`config.mk`:
```
export PLATFORM = sky130hd
export DESIGN_NAME = mem_access_unit_flat
export DESIGN_NICKNAME = d
export VERILOG_FILES = /design/src/rtl/mem_access_unit_if.sv /design/src/rtl/mem_access_unit.sv /design/src/flat_wrapper.sv
export SDC_FILE = /design/constraint.sdc
export NUM_CORES = 1
export LEC_CHECK = 0
export ABC_AREA = 0
export CAP_MARGIN = 20
export CORE_AREA = 2 2 112 114
export DETAILED_ROUTE_END_ITERATION = 7
export DIE_AREA = 0 0 114 116
export GPL_TIMING_DRIVEN = 0
export PLACE_DENSITY = 0.76
export SKIP_LAST_GASP = 1
export SLEW_MARGIN = 20
export SYNTH_ARGS = -nofsm -noshare
export SYNTH_HDL_FRONTEND = slang
export SYNTH_SLANG_ARGS = --single-unit
```
`constraint.sdc`:
```
create_clock -name clk -period 2.2 [get_ports clk]
set_clock_uncertainty 0.15 [all_clocks]
set_input_delay 0.44 -clock clk [delete_from_list [all_inputs] [get_ports clk]]
set_output_delay 0.44 -clock clk [all_outputs]
set_load 0.01 [all_outputs]
```
`src/rtl/mem_access_unit_if.sv`:
```
// mem_access_unit_if: data-memory request/ready port bundle.
// master = access unit, slave = data memory.
interface mem_access_unit_if;
    logic        dmem_req;
    logic        dmem_we;
    logic [31:0] dmem_addr;
    logic [31:0] dmem_wdata;
    logic [3:0]  dmem_wstrb;
    logic        dmem_ready;
    logic [31:0] dmem_rdata;

    modport master (
        output dmem_req,
        output dmem_we,
        output dmem_addr,
        output dmem_wdata,
        output dmem_wstrb,
        input  dmem_ready,
        input  dmem_rdata
    );

    modport slave (
        input  dmem_req,
        input  dmem_we,
        input  dmem_addr,
        input  dmem_wdata,
        input  dmem_wstrb,
        output dmem_ready,
        output dmem_rdata
    );
endinterface

```
`src/rtl/mem_access_unit.sv`:
```
// mem_access_unit: MEM-stage data-memory access FSM (IDLE/BUSY/DONE).
// Optional misaligned-access trap enabled by defining MISALIGN_TRAP_EN.
module mem_access_unit #(
    parameter int unsigned WAIT_LIMIT = 0
) (
    input  logic              clk,
    input  logic              rstn,
    input  logic              valid_MEM,
    input  logic              mem_rd,
    input  logic              mem_wr,
    input  logic [2:0]        funct3,
    input  logic [31:0]       addr,
    input  logic [31:0]       wdata_in,
    output logic [31:0]       rdata_MEM,
    output logic              stall_mem,
    output logic              bus_err,
    output logic              misalign,
    mem_access_unit_if.master dmem
);

    typedef enum logic [1:0] {
        S_IDLE,
        S_BUSY,
        S_DONE
    } state_t;

    state_t      r_state;
    state_t      w_state_nxt;

    logic        r_req;
    logic        r_we;
    logic [31:0] r_addr;
    logic [31:0] r_wdata;
    logic [3:0]  r_wstrb;
    logic [1:0]  r_lane;
    logic [2:0]  r_f3;
    logic [31:0] r_rdata;
    logic        r_bus_err;
    logic [31:0] r_cnt;

    logic        w_acc;
    logic        w_mis;
    logic        w_issue;
    logic        w_done_ok;
    logic        w_abort;
    logic        w_timeout;
    logic [31:0] w_wdata;
    logic [3:0]  w_wstrb;
    logic [7:0]  w_byte;
    logic [15:0] w_half;
    logic [31:0] w_load;

    assign w_acc     = valid_MEM & (mem_rd | mem_wr);
    assign stall_mem = w_acc & (r_state != S_DONE);

`ifdef MISALIGN_TRAP_EN
    logic r_misalign;
    assign w_mis = ((funct3[1:0] == 2'b01) & addr[0])
                 | ((funct3 == 3'b010) & (addr[1:0] != 2'b00));
    assign misalign = r_misalign;
`else
    assign w_mis    = 1'b0;
    assign misalign = 1'b0;
`endif

    // Counter counts completed BUSY cycles; abort on the WAIT_LIMIT-th one
    assign w_timeout = (WAIT_LIMIT != 0)
                     && ((r_cnt + 32'd1) >= WAIT_LIMIT);

    assign w_issue   = (r_state == S_IDLE) & w_acc & ~w_mis;
    assign w_done_ok = (r_state == S_BUSY) & dmem.dmem_ready;
    assign w_abort   = (r_state == S_BUSY) & ~dmem.dmem_ready
                     & w_timeout;

    always_comb begin
        w_wdata = wdata_in;
        w_wstrb = 4'b1111;
        unique case (funct3[1:0])
            2'b00: begin
                w_wdata = {4{wdata_in[7:0]}};
                w_wstrb = 4'b0001 << addr[1:0];
            end
            2'b01: begin
                w_wdata = {2{wdata_in[15:0]}};
                w_wstrb = 4'b0011 << {addr[1], 1'b0};
            end
            default: w_wstrb = 4'b1111;
        endcase
        if (!mem_wr) begin
            w_wstrb = 4'b0000;
        end
    end

    always_comb begin
        w_byte = dmem.dmem_rdata[7:0];
        unique case (r_lane)
            2'd0: w_byte = dmem.dmem_rdata[7:0];
            2'd1: w_byte = dmem.dmem_rdata[15:8];
            2'd2: w_byte = dmem.dmem_rdata[23:16];
            2'd3: w_byte = dmem.dmem_rdata[31:24];
        endcase
        w_half = r_lane[1] ? dmem.dmem_rdata[31:16]
                           : dmem.dmem_rdata[15:0];
        unique case (r_f3)
            3'b000:  w_load = {{24{w_byte[7]}}, w_byte};
            3'b100:  w_load = {24'h0, w_byte};
            3'b001:  w_load = {{16{w_half[15]}}, w_half};
            3'b101:  w_load = {16'h0, w_half};
            default: w_load = dmem.dmem_rdata;
        endcase
    end

    always_ff @(posedge clk) begin
        if (rstn) begin
            r_state <= S_IDLE;
        end else begin
            r_state <= w_state_nxt;
        end
    end

    always_comb begin
        w_state_nxt = r_state;
        unique case (r_state)
            S_IDLE: begin
                if (w_acc) begin
                    w_state_nxt = w_mis ? S_DONE : S_BUSY;
                end
            end
            S_BUSY: begin
                if (dmem.dmem_ready || w_timeout) begin
                    w_state_nxt = S_DONE;
                end
            end
            S_DONE:  w_state_nxt = S_IDLE;
            default: w_state_nxt = S_IDLE;
        endcase
    end

    always_ff @(posedge clk) begin
        if (rstn) begin
            r_req     <= 1'b0;
            r_we      <= 1'b0;
            r_addr    <= 32'h0;
            r_wdata   <= 32'h0;
            r_wstrb   <= 4'h0;
            r_lane    <= 2'h0;
            r_f3      <= 3'h0;
            r_rdata   <= 32'h0;
            r_bus_err <= 1'b0;
            r_cnt     <= 32'h0;
        end else begin
            if (w_issue) begin
                r_req   <= 1'b1;
                r_we    <= mem_wr;
                r_addr  <= {addr[31:2], 2'b00};
                r_lane  <= addr[1:0];
                r_f3    <= funct3;
                r_wdata <= w_wdata;
                r_wstrb <= w_wstrb;
                r_cnt   <= 32'h0;
            end else if (r_state == S_BUSY) begin
                r_cnt <= r_cnt + 32'd1;
            end
            if (w_done_ok || w_abort) begin
                r_req <= 1'b0;
            end
            if (w_done_ok && !r_we) begin
                r_rdata <= w_load;
            end
            if (w_abort) begin
                r_rdata   <= 32'h0;
                r_bus_err <= 1'b1;
            end
            if (r_state == S_DONE) begin
                r_bus_err <= 1'b0;
            end
        end
    end

`ifdef MISALIGN_TRAP_EN
    always_ff @(posedge clk) begin
        if (rstn) begin
            r_misalign <= 1'b0;
        end else if ((r_state == S_IDLE) && w_acc && w_mis) begin
            r_misalign <= 1'b1;
        end else if (r_state == S_DONE) begin
            r_misalign <= 1'b0;
        end
    end
`endif

    // Trapped accesses force the load result to zero
`ifdef MISALIGN_TRAP_EN
    assign rdata_MEM = (r_misalign) ? 32'h0 : r_rdata;
`else
    assign rdata_MEM = r_rdata;
`endif

    assign bus_err         = r_bus_err;
    assign dmem.dmem_req   = r_req;
    assign dmem.dmem_we    = r_we;
    assign dmem.dmem_addr  = r_addr;
    assign dmem.dmem_wdata = r_wdata;
    assign dmem.dmem_wstrb = r_wstrb;

endmodule

```
`src/flat_wrapper.sv`:
```
// flat-port wrapper written by rule: the top's interface ports become plain ports
module mem_access_unit_flat 
#(
    parameter int unsigned WAIT_LIMIT = 0
)
  (clk, rstn, valid_MEM, mem_rd, mem_wr, funct3, addr, wdata_in, rdata_MEM, stall_mem, bus_err, misalign, dmem_dmem_req, dmem_dmem_we, dmem_dmem_addr, dmem_dmem_wdata, dmem_dmem_wstrb, dmem_dmem_ready, dmem_dmem_rdata);
  mem_access_unit_if dmem_i ();
  input  logic clk;
  input  logic rstn;
  input  logic valid_MEM;
  input  logic mem_rd;
  input  logic mem_wr;
  input  logic [2:0] funct3;
  input  logic [31:0] addr;
  input  logic [31:0] wdata_in;
  output logic [31:0] rdata_MEM;
  output logic stall_mem;
  output logic bus_err;
  output logic misalign;
  output wire logic [$bits(dmem_i.dmem_req)-1:0] dmem_dmem_req;
  output wire logic [$bits(dmem_i.dmem_we)-1:0] dmem_dmem_we;
  output wire logic [$bits(dmem_i.dmem_addr)-1:0] dmem_dmem_addr;
  output wire logic [$bits(dmem_i.dmem_wdata)-1:0] dmem_dmem_wdata;
  output wire logic [$bits(dmem_i.dmem_wstrb)-1:0] dmem_dmem_wstrb;
  input wire logic [$bits(dmem_i.dmem_ready)-1:0] dmem_dmem_ready;
  input wire logic [$bits(dmem_i.dmem_rdata)-1:0] dmem_dmem_rdata;
  assign dmem_dmem_req = dmem_i.dmem_req;
  assign dmem_dmem_we = dmem_i.dmem_we;
  assign dmem_dmem_addr = dmem_i.dmem_addr;
  assign dmem_dmem_wdata = dmem_i.dmem_wdata;
  assign dmem_dmem_wstrb = dmem_i.dmem_wstrb;
  assign dmem_i.dmem_ready = dmem_dmem_ready;
  assign dmem_i.dmem_rdata = dmem_dmem_rdata;
  mem_access_unit #(.WAIT_LIMIT(WAIT_LIMIT)) u_core (.clk(clk), .rstn(rstn), .valid_MEM(valid_MEM), .mem_rd(mem_rd), .mem_wr(mem_wr), .funct3(funct3), .addr(addr), .wdata_in(wdata_in), .rdata_MEM(rdata_MEM), .stall_mem(stall_mem), .bus_err(bus_err), .misalign(misalign), .dmem(dmem_i));
endmodule
```
Yosys cells after proc, flatten, opt, wreduce, memory -nomap -nowiden
Cells that the tools add are included.

storage, ports and cells
  register bits = 107
  input bits = 105
  logic and storage cells = 44

operators by class
  equality and inequality tests = 11
  shift operators = 2
  muxes and demuxes = 9
  bitwise operators = 5
  reduce and logical (&&, ||, !) cells = 8

operators with widths
  operator                                                           count
  32-bit case mux with 4 select lines                                1
  32-bit case mux with 2 select lines                                1
  8-bit case mux with 4 select lines                                 1
  16-bit 2-to-1 mux                                                  1
  4-bit case mux with 2 select lines                                 1
  2-bit by 1-bit == test with 1-bit output, second input constant    3
  3-bit == test, second input constant                               2
  2-bit logical NOT                                                  3
  1-bit AND                                                          4
  2-bit == test, second input constant                               2
  2-bit 2-to-1 mux                                                   2
  4-bit 2-to-1 mux                                                   1
  2-bit != test, second input constant                               2
  2-bit case mux with 2 select lines                                 1
  1-bit by 2-bit left shift with 4-bit output, first input constant  1
  2-bit by 2-bit left shift with 4-bit output, first input constant  1
  3-bit by 1-bit == test with 1-bit output, second input constant    1
  3-bit logical NOT                                                  1
  2-bit by 1-bit != test with 1-bit output, second input constant    1
  2-bit AND reduction                                                1
  2-bit OR reduction                                                 1
  1-bit logical AND                                                  1
  1-bit logical NOT                                                  1
  1-bit bitwise OR                                                   1

Depth between registers and ports, before layout
Gate-level depths: netlist of the first run.

  depth after elaboration = 4
  depth in mapped cells = 6

Least setup slack after synthesis of the first run
Ideal clock, no wire load.

  kind = register to register
  start point = reg u_core.r_lane[1]
  end point = reg u_core.r_rdata[10] (netlist: u_core.rdata_MEM[10])
  data arrival time = 1356 ps
  data required time = 1916 ps
  slack = 560 ps
  stages on the path, launching flop included = 5
  path buffers = 1
  path through = dfxtp_1 -> buf_2 -> mux4_2 -> a21oi_4 -> a311oi_1

between the ends
  longest elaborated chain between the ends = 3
  elaborated cells between the ends (all ways) = 7
  those cells by class = eq/ne: 3; mux: 3; reduce/logical: 1

RTL lines
  item                                         line                    source
  start, declared                              mem_access_unit.sv:35   logic [1:0] r_lane;
  start signal, assigned                       mem_access_unit.sv:156  r_lane <= addr[1:0];
  2-bit == test, or another cell as far along  mem_access_unit.sv:96   unique case (r_lane)
  8-bit case mux with 4 select lines           mem_access_unit.sv:96
  32-bit case mux with 4 select lines *        mem_access_unit.sv:104  unique case (r_f3)
  end signal, assigned                         mem_access_unit.sv:168  r_rdata <= w_load;
  end, declared                                mem_access_unit.sv:37   logic [31:0] r_rdata;

Mark *: on every way between the ends. The rest lies on a longest branch, timed or not.
A chain may end at the register's enable or synchronous reset.

Final worst setup path of the first run
  start point = in mem_rd
  end point = out stall_mem

between the ends
  longest elaborated chain between the ends = 3

RTL lines
  item              line                   source
  start, declared   flat_wrapper.sv:11     input logic mem_rd;
  1-bit bitwise OR  mem_access_unit.sv:53  assign w_acc = valid_MEM & (mem_rd | mem_wr);
  1-bit AND         mem_access_unit.sv:53
  1-bit AND         mem_access_unit.sv:54  assign stall_mem = w_acc & (r_state != S_DONE);
  end, declared     flat_wrapper.sv:17     output logic stall_mem;

No other way between the ends.

==> flow_metrics.py, run 1 <==
metrics = {
    "status": {
        "status": "complete, no violations",
    },
    "setup_path": {
        "crit_start": "mem_rd",
        "cp.required_ps": 1610,
        "ff2ff_path_depth": 4,
        "critPathKind": "input port to output pin",
        "slowest_delay_ps": 420,
        "cp.arrival_ps": 1460,
        "r2r-start": "u_core.r_lane[1]$_SDFFE_PP0P_",
        "cp-endpoint": "stall_mem",
        "end_kind": "output pin",
        "crit_slowest_cell": "clkdlybuf4s50_1",
        "r2r_end": "u_core.rdata_MEM[9]$_SDFFE_PP0P_",
        "rrSetupSlack_ps": 320,
        "timing.critical_path.cells": "clkdlybuf4s50_1, o21ai_2, a21oi_1, dlygate4sd2_1",
        "cp-start-kind": "input port",
        "critPathMaxFanout": 3,
    },
    "logic_synthesis": {
        "yosys_warnings": 0,
        "synth_edf_count": 0,
        "synth-seq-cells": 107,
        "syn_inst": 582,
        "syn_area_per_cell_sq_um": 8.11,
        "syn_area_sq_um": 4720,
        "synth_ff_type": "dfxtp_1",
        "async_reset_ff_share_pct": 0,
        "seq_area_frac_synth_pct": 45.4,
        "netlist-cell-type-count": 40,
    },
    "finish": {
        "drive_above_1_share_pct": 8.10,
        "area_growth_pct": 53.2,
        "diodes": 0,
        "nets": 903,
        "multi_input_area_sq_um": 2290,
        "regArea_sq_um": 2140,
        "instances_no_fill": 949,
        "final_area_sq_um": 7230,
        "fill_cells": 1081,
    },
    "global_routing": {
        "grt_first_pass_wirelength_mm": 25.0,
        "overflow": 0,
        "track_usage_pct": 24.0,
        "grt_pass1_vias": 4908,
        "grt_antenna_before_repair": 0,
        "grt_max_degree": 16,
    },
    "floorplan": {
        "die_area_sq_um": 13200,
        "fp.dieW_microns": 114,
        "io_pins": 210,
        "start_util_pct": 39.6,
        "placementRows": 40,
        "die_h_microns": 116,
        "coreArea_sq_um": 11900,
    },
    "place": {
        "dp_hpwl_mm": 12.5,
        "dp.cells": 934,
        "placed_area_sq_um": 6940,
        "portBuffers": 202,
        "globalplace.congestion": 0.912,
    },
    "clock_network": {
        "cts.path.max_buffers": 2,
        "path_clk_slew_ps": 60,
        "cts_setup_buffers": 0,
        "numCtsBuffers": 9,
        "cts_tree": "yes",
        "root_buffer": "clkbuf_16",
        "clock_latency_ps": 340,
        "htreeDepth": 3,
        "numClockSinks": 107,
    },
    "sta": {
        "worst_slew_pin_slew_ps": 642,
        "finalSetupViolations": 0,
        "rsz0062_at_grt": "false",
        "fin_crit_sh_pct": 93.4,
        "hold_viol_final": 0,
        "slew_headroom_pct": 57.2,
        "maxSlewViolCount": 0,
        "clock.fmax_ghz": 0.487,
        "fin_crit_ps": 2050,
    },
    "power": {
        "power_density_nw_per_um2": 665,
        "power.leakage_nw": 2.55,
        "max-vdd-ir-drop_uv": 349,
    },
    "worst_hold_path": {
        "hold_path_depth": 2,
        "hold_path.class": "register to register",
    },
    "detailed_routing": {
        "via_per_inst": 5.26,
        "drtIter0Drc": 392,
        "routedWlPerCell_microns": 17.0,
        "post-route-drc-count": 0,
        "ant_nets": 0,
        "num_vias": 4988,
        "detail_route.first_pass.iterations": 5,
        "drt-total-wl_mm": 16.1,
    },
    "flow_run": {
        "maxCapViolCount": 0,
    },
}
[how the worst min path moves through the flow]
stage | start | endpoint | slack (ps)
2_1_floorplan | u_core.r_f3[2]$_SDFFE_PP0P_ | u_core.r_f3[2]$_SDFFE_PP0P_ | 310
6_report | u_core.dmem.dmem_addr[31]$_SDFFE_PP0P_ | u_core.dmem.dmem_addr[31]$_SDFFE_PP0P_ | 300
4_1_cts | u_core.dmem.dmem_addr[31]$_SDFFE_PP0P_ | u_core.dmem.dmem_addr[31]$_SDFFE_PP0P_ | 310
3_3_place_gp | u_core.dmem.dmem_addr[10]$_SDFFE_PP0P_ | u_core.dmem.dmem_addr[10]$_SDFFE_PP0P_ | 290
3_5_place_dp | u_core.dmem.dmem_addr[31]$_SDFFE_PP0P_ | u_core.dmem.dmem_addr[31]$_SDFFE_PP0P_ | 300
5_1_grt | u_core.dmem.dmem_addr[6]$_SDFFE_PP0P_ | u_core.dmem.dmem_addr[6]$_SDFFE_PP0P_ | 320
[through the flow]
step                      hold slack [ps]  utilization, %  setup WS [ps]  power [mW]  setup TNS (ps)
after floorplan                       311               -            560        2.64               0
after global placement                293            58.2           -312        3.19          -10990
after detailed placement              299            58.2           -333        3.22          -12290
after CTS                             305            60.7            152        4.83               0
after global routing                  322            60.7            121        5.01               0
final                                 302            60.7            146        4.81               0
[sequential cells by signal, summed over array words and instances, names as in the netlist]
register and flops:
u_core.dmem.dmem_req 1, u_core.dmem.dmem_addr 30, u_core.dmem.dmem_wstrb 4, u_core.r_state 2, u_core.r_f3 3, u_core.rdata_MEM 32, u_core.r_lane 2, u_core.dmem.dmem_wdata 32
u_core.dmem.dmem_we 1
[layer usage]
layer / wire, microns / up-vias / track usage, %
met1: 6540 / 2298 / 27.9
met4: 511 / 0 / 9.59
li1: - / 2434 / -
met5: 0 / - / 0
met2: 7710 / 220 / 41.4
met3: 1380 / 36 / 7.17
[cells by family after synthesis]
kind of cell,after synthesis,share of synthesized area [%]
muxes,20,4.56
AOI/OAI and AO/OA,154,22.2
and+or+nand+nor,244,21.5
other,1,0.0795
buffers and inverters,56,6.23
DFF,107,45.4
[area by class of cell]
type,count,share of cell area [%]
Inverter,3,0.156
Tap cell,147,2.54
Multi-Input combinational cell,422,31.7
Timing Repair Buffer,202,27.9
Sequential cell,107,29.6
Clock inverter,2,0.485
Buffer,53,3.91
Clock buffer,13,3.60
[cells in the final DEF (no fill, tap or decap), drive strengths merged, types with 2 or more instances in the layout]
cell type | Yosys | routed
clkdlybuf4s50 | 0 | 200
nand2 | 153 | 153
dfxtp | 107 | 107
a21oi | 67 | 67
nor2 | 57 | 57
clkbuf | 27 | 40
a211oi | 33 | 33
buf | 26 | 26
o21ai | 20 | 20
mux2i | 17 | 17
a311oi | 15 | 15
nand3 | 14 | 14
nand3b | 8 | 8
a32oi | 7 | 7
a31o | 7 | 7
conb | 1 | 4
nor2b | 3 | 3
inv | 2 | 2
or3 | 2 | 2
o211ai | 2 | 2
mux2 | 2 | 2
dlygate4sd2 | 0 | 2
nor3 | 2 | 2
clkinv | 1 | 2
[Yosys cell counts, types with 2 or more instances]
cell	number	area, sq um
a211oi_1	23	173
a211oi_2	10	125
a21oi_1	66	330
a311oi_1	15	131
a31o_2	7	61.3
a32oi_1	7	61.3
buf_2	13	65.1
buf_4	8	60.1
buf_6	5	56.3
clkbuf_1	27	101
dfxtp_1	107	2140
inv_1	2	7.51
mux2_2	2	22.5
mux2i_1	17	170
nand2_1	153	574
nand3_1	14	70.1
nand3b_1	8	60.1
nor2_1	56	210
nor2b_1	2	12.5
o211ai_1	2	15.0
o21ai_0	18	90.1
or3_1	2	12.5
[timing repair]
| item | in CTS | in global routing |
|---|---|---|
| hold buffers | 0 | 0 |
| setup endpoints to repair | 1 | 0 |
| resized for setup | 2 | 0 |
| hold endpoints to repair | 0 | 0 |
[critical path: cells and delay by family]
family	cells	cell delay (ps)
buffers and inverters	2	720
AO/OA/AOI/OAI	2	300
[power breakdown]
part / switching, mW / total, mW / internal (mW)
Sequential: 0.0702 / 2.13 / 2.06
Clock: 0.693 / 1.63 / 0.939
Combinational: 0.505 / 1.04 / 0.539
Total: 1.27 / 4.81 / 3.54
(Power assumes the default switching activity.)
==> inputs of run 2 (changes only) <==
Settings changed: CELL_PAD_IN_SITES_DETAIL_PLACEMENT set to 0, CELL_PAD_IN_SITES_GLOBAL_PLACEMENT set to 1, CORE_AREA 2 2 112 114 to 2 2 131 133, DIE_AREA 0 0 114 116 to 0 0 133 135, PLACE_DENSITY 0.76 to unset, PLACE_DENSITY_LB_ADDON set to 0.1.
==> run 2 against run 1 <==
  * Fmax up 1.2%
  * Utilization decreased by 16 points
  * Routed wire length rose by 7.9%
  * Critical endpoint unchanged
  * Largest cell class unchanged
==> flow_metrics.py, run 2 (synthesis results as in run 1) <==
metrics = {
    "status": {
        "status": "complete, no violations",
    },
    "clock_network": {
        "numClockSinks": 107,
        "cts_tree": "yes",
        "clock_latency_ps": 350,
        "cts_setup_buffers": 0,
        "cts.repair.resized": 2,
        "numCtsBuffers": 9,
        "cts.path.max_buffers": 2,
        "path_clk_slew_ps": 70,
        "postCtsHoldBufs": 0,
        "root_buffer": "clkbuf_16",
        "htreeDepth": 3,
    },
    "detailed_routing": {
        "post-route-drc-count": 0,
        "via_per_inst": 4.80,
        "detail_route.first_pass.iterations": 4,
        "drt-total-wl_mm": 17.4,
        "routedWlPerCell_microns": 17.0,
        "ant_nets": 0,
        "drtIter0Drc": 244,
        "num_vias": 4912,
    },
    "worst_hold_path": {
        "min_from": "u_core.dmem.dmem_wdata[3]$_SDFFE_PP0P_",
        "hold_path.class": "register to register",
    },
    "power": {
        "total_power_mw": 4.82,
        "power.leakage_nw": 2.54,
        "max-vdd-ir-drop_uv": 348,
        "power_density_nw_per_um2": 659,
    },
    "sta": {
        "clock.fmax_ghz": 0.493,
        "fin_ws_ps": 170,
        "finalSetupViolations": 0,
        "hold_viol_final": 0,
        "worst_slew_pin_slew_ps": 663,
        "fin_crit_sh_pct": 92.3,
        "fin_crit_ps": 2030,
        "hold-worst-slack_ps": 303,
        "maxSlewViolCount": 0,
        "rsz0062_at_grt": "false",
        "slew_headroom_pct": 55.8,
    },
    "setup_path": {
        "end_kind": "output pin",
        "critPathKind": "input port to output pin",
        "cp-endpoint": "stall_mem",
        "crit_slowest_cell": "clkdlybuf4s50_1",
        "timing.critical_path.cells": "clkdlybuf4s50_1, o21ai_2, a21oi_1, dlygate4sd2_1",
        "ff2ff_path_depth": 4,
        "cp.required_ps": 1610,
        "critPathMaxFanout": 3,
        "slowest_delay_ps": 410,
        "cp.arrival_ps": 1440,
        "rrSetupSlack_ps": 330,
        "r2r_end": "u_core.rdata_MEM[12]$_SDFFE_PP0P_",
        "r2r-start": "u_core.r_lane[1]$_SDFFE_PP0P_",
        "crit_start": "mem_rd",
        "cp-start-kind": "input port",
    },
    "finish": {
        "layout_common_cells": "200 x clkdlybuf4s50_1, 153 x nand2_1, 107 x dfxtp_1, 66 x a21oi_1, 56 x nor2_1",
        "instances_no_fill": 1023,
        "nets": 903,
        "drive_above_1_share_pct": 8.09,
        "final_common_cell": "clkdlybuf4s50_1",
        "diodes": 0,
        "fin_util_pct": 44.6,
        "area_growth_pct": 55.0,
    },
    "global_routing": {
        "grt_antenna_before_repair": 0,
        "grt_first_pass_wirelength_mm": 26.6,
        "grt_max_degree": 17,
        "overflow": 0,
        "track_usage_pct": 19.0,
        "grt_pass1_vias": 4925,
    },
    "floorplan": {
        "placementRows": 47,
        "die_area_sq_um": 18000,
        "coreArea_sq_um": 16400,
        "io_pins": 210,
        "die_h_microns": 135,
        "fp.dieW_microns": 133,
        "start_util_pct": 28.8,
    },
    "place": {
        "dp.cells": 1007,
        "place_ws_ps": -444,
        "dp_hpwl_mm": 13.3,
        "portBuffers": 202,
        "globalplace.congestion": 0.870,
    },
    "flow_run": {
        "maxCapViolCount": 0,
    },
}
==> run 2: layout make-up <==
cell class              instances  area [sq um]
fillers                      1628          9090
well taps                     220           275
flip-flops and latches        107          2140
plain buffers                  53           283
multi-input cells             422          2290
repair buffers                202          2020
clock inverters                 4          51.3
inverters                       3          11.3
clock buffers                  12           236
==> run 2: critical path: cells and delay by family <==
family | cells | cell delay (ps)
buffers and inverters | 2 | 710
AOI/OAI and AO/OA | 2 | 290
==> run 2: worst min path at each step <==
stage	to	depth (start not counted)	slack (ps)
floorplan	u_core.r_f3[2]$_SDFFE_PP0P_	2	310
global placement	u_core.dmem.dmem_addr[21]$_SDFFE_PP0P_	2	290
detailed placement	u_core.dmem.dmem_addr[2]$_SDFFE_PP0P_	2	300
CTS	u_core.dmem.dmem_addr[2]$_SDFFE_PP0P_	2	310
global route	u_core.dmem.dmem_addr[21]$_SDFFE_PP0P_	2	330
finish	u_core.dmem.dmem_wdata[3]$_SDFFE_PP0P_	2	300
==> run 2: power breakdown <==
group          internal, mW  switching [mW]
logic                 0.539           0.508
registers              2.06          0.0704
clock network         0.887           0.754
total                  3.49            1.33
==> run 2: layer usage <==
| metal | global-route usage (%) | vias to the layer above | routed length (microns) |
|---|---|---|---|
| li1 | - | 2432 | - |
| met1 | 22.8 | 2285 | 7210 |
| met2 | 32.8 | 172 | 8560 |
| met3 | 4.69 | 23 | 1270 |
| met4 | 7.59 | 0 | 373 |
| met5 | 0 | - | 0 |
==> run 2: metrics by stage <==
| step | instance area (sq um) | setup TNS (ps) |
|---|---|---|
| 3_3_place_gp | 7030 | -16810 |
| 2_1_floorplan | 4730 | 0 |
| 4_1_cts | 7310 | 0 |
| 3_5_place_dp | 7030 | -19680 |
| 6_report | 7310 | 0 |
| 5_1_grt | 7310 | 0 |
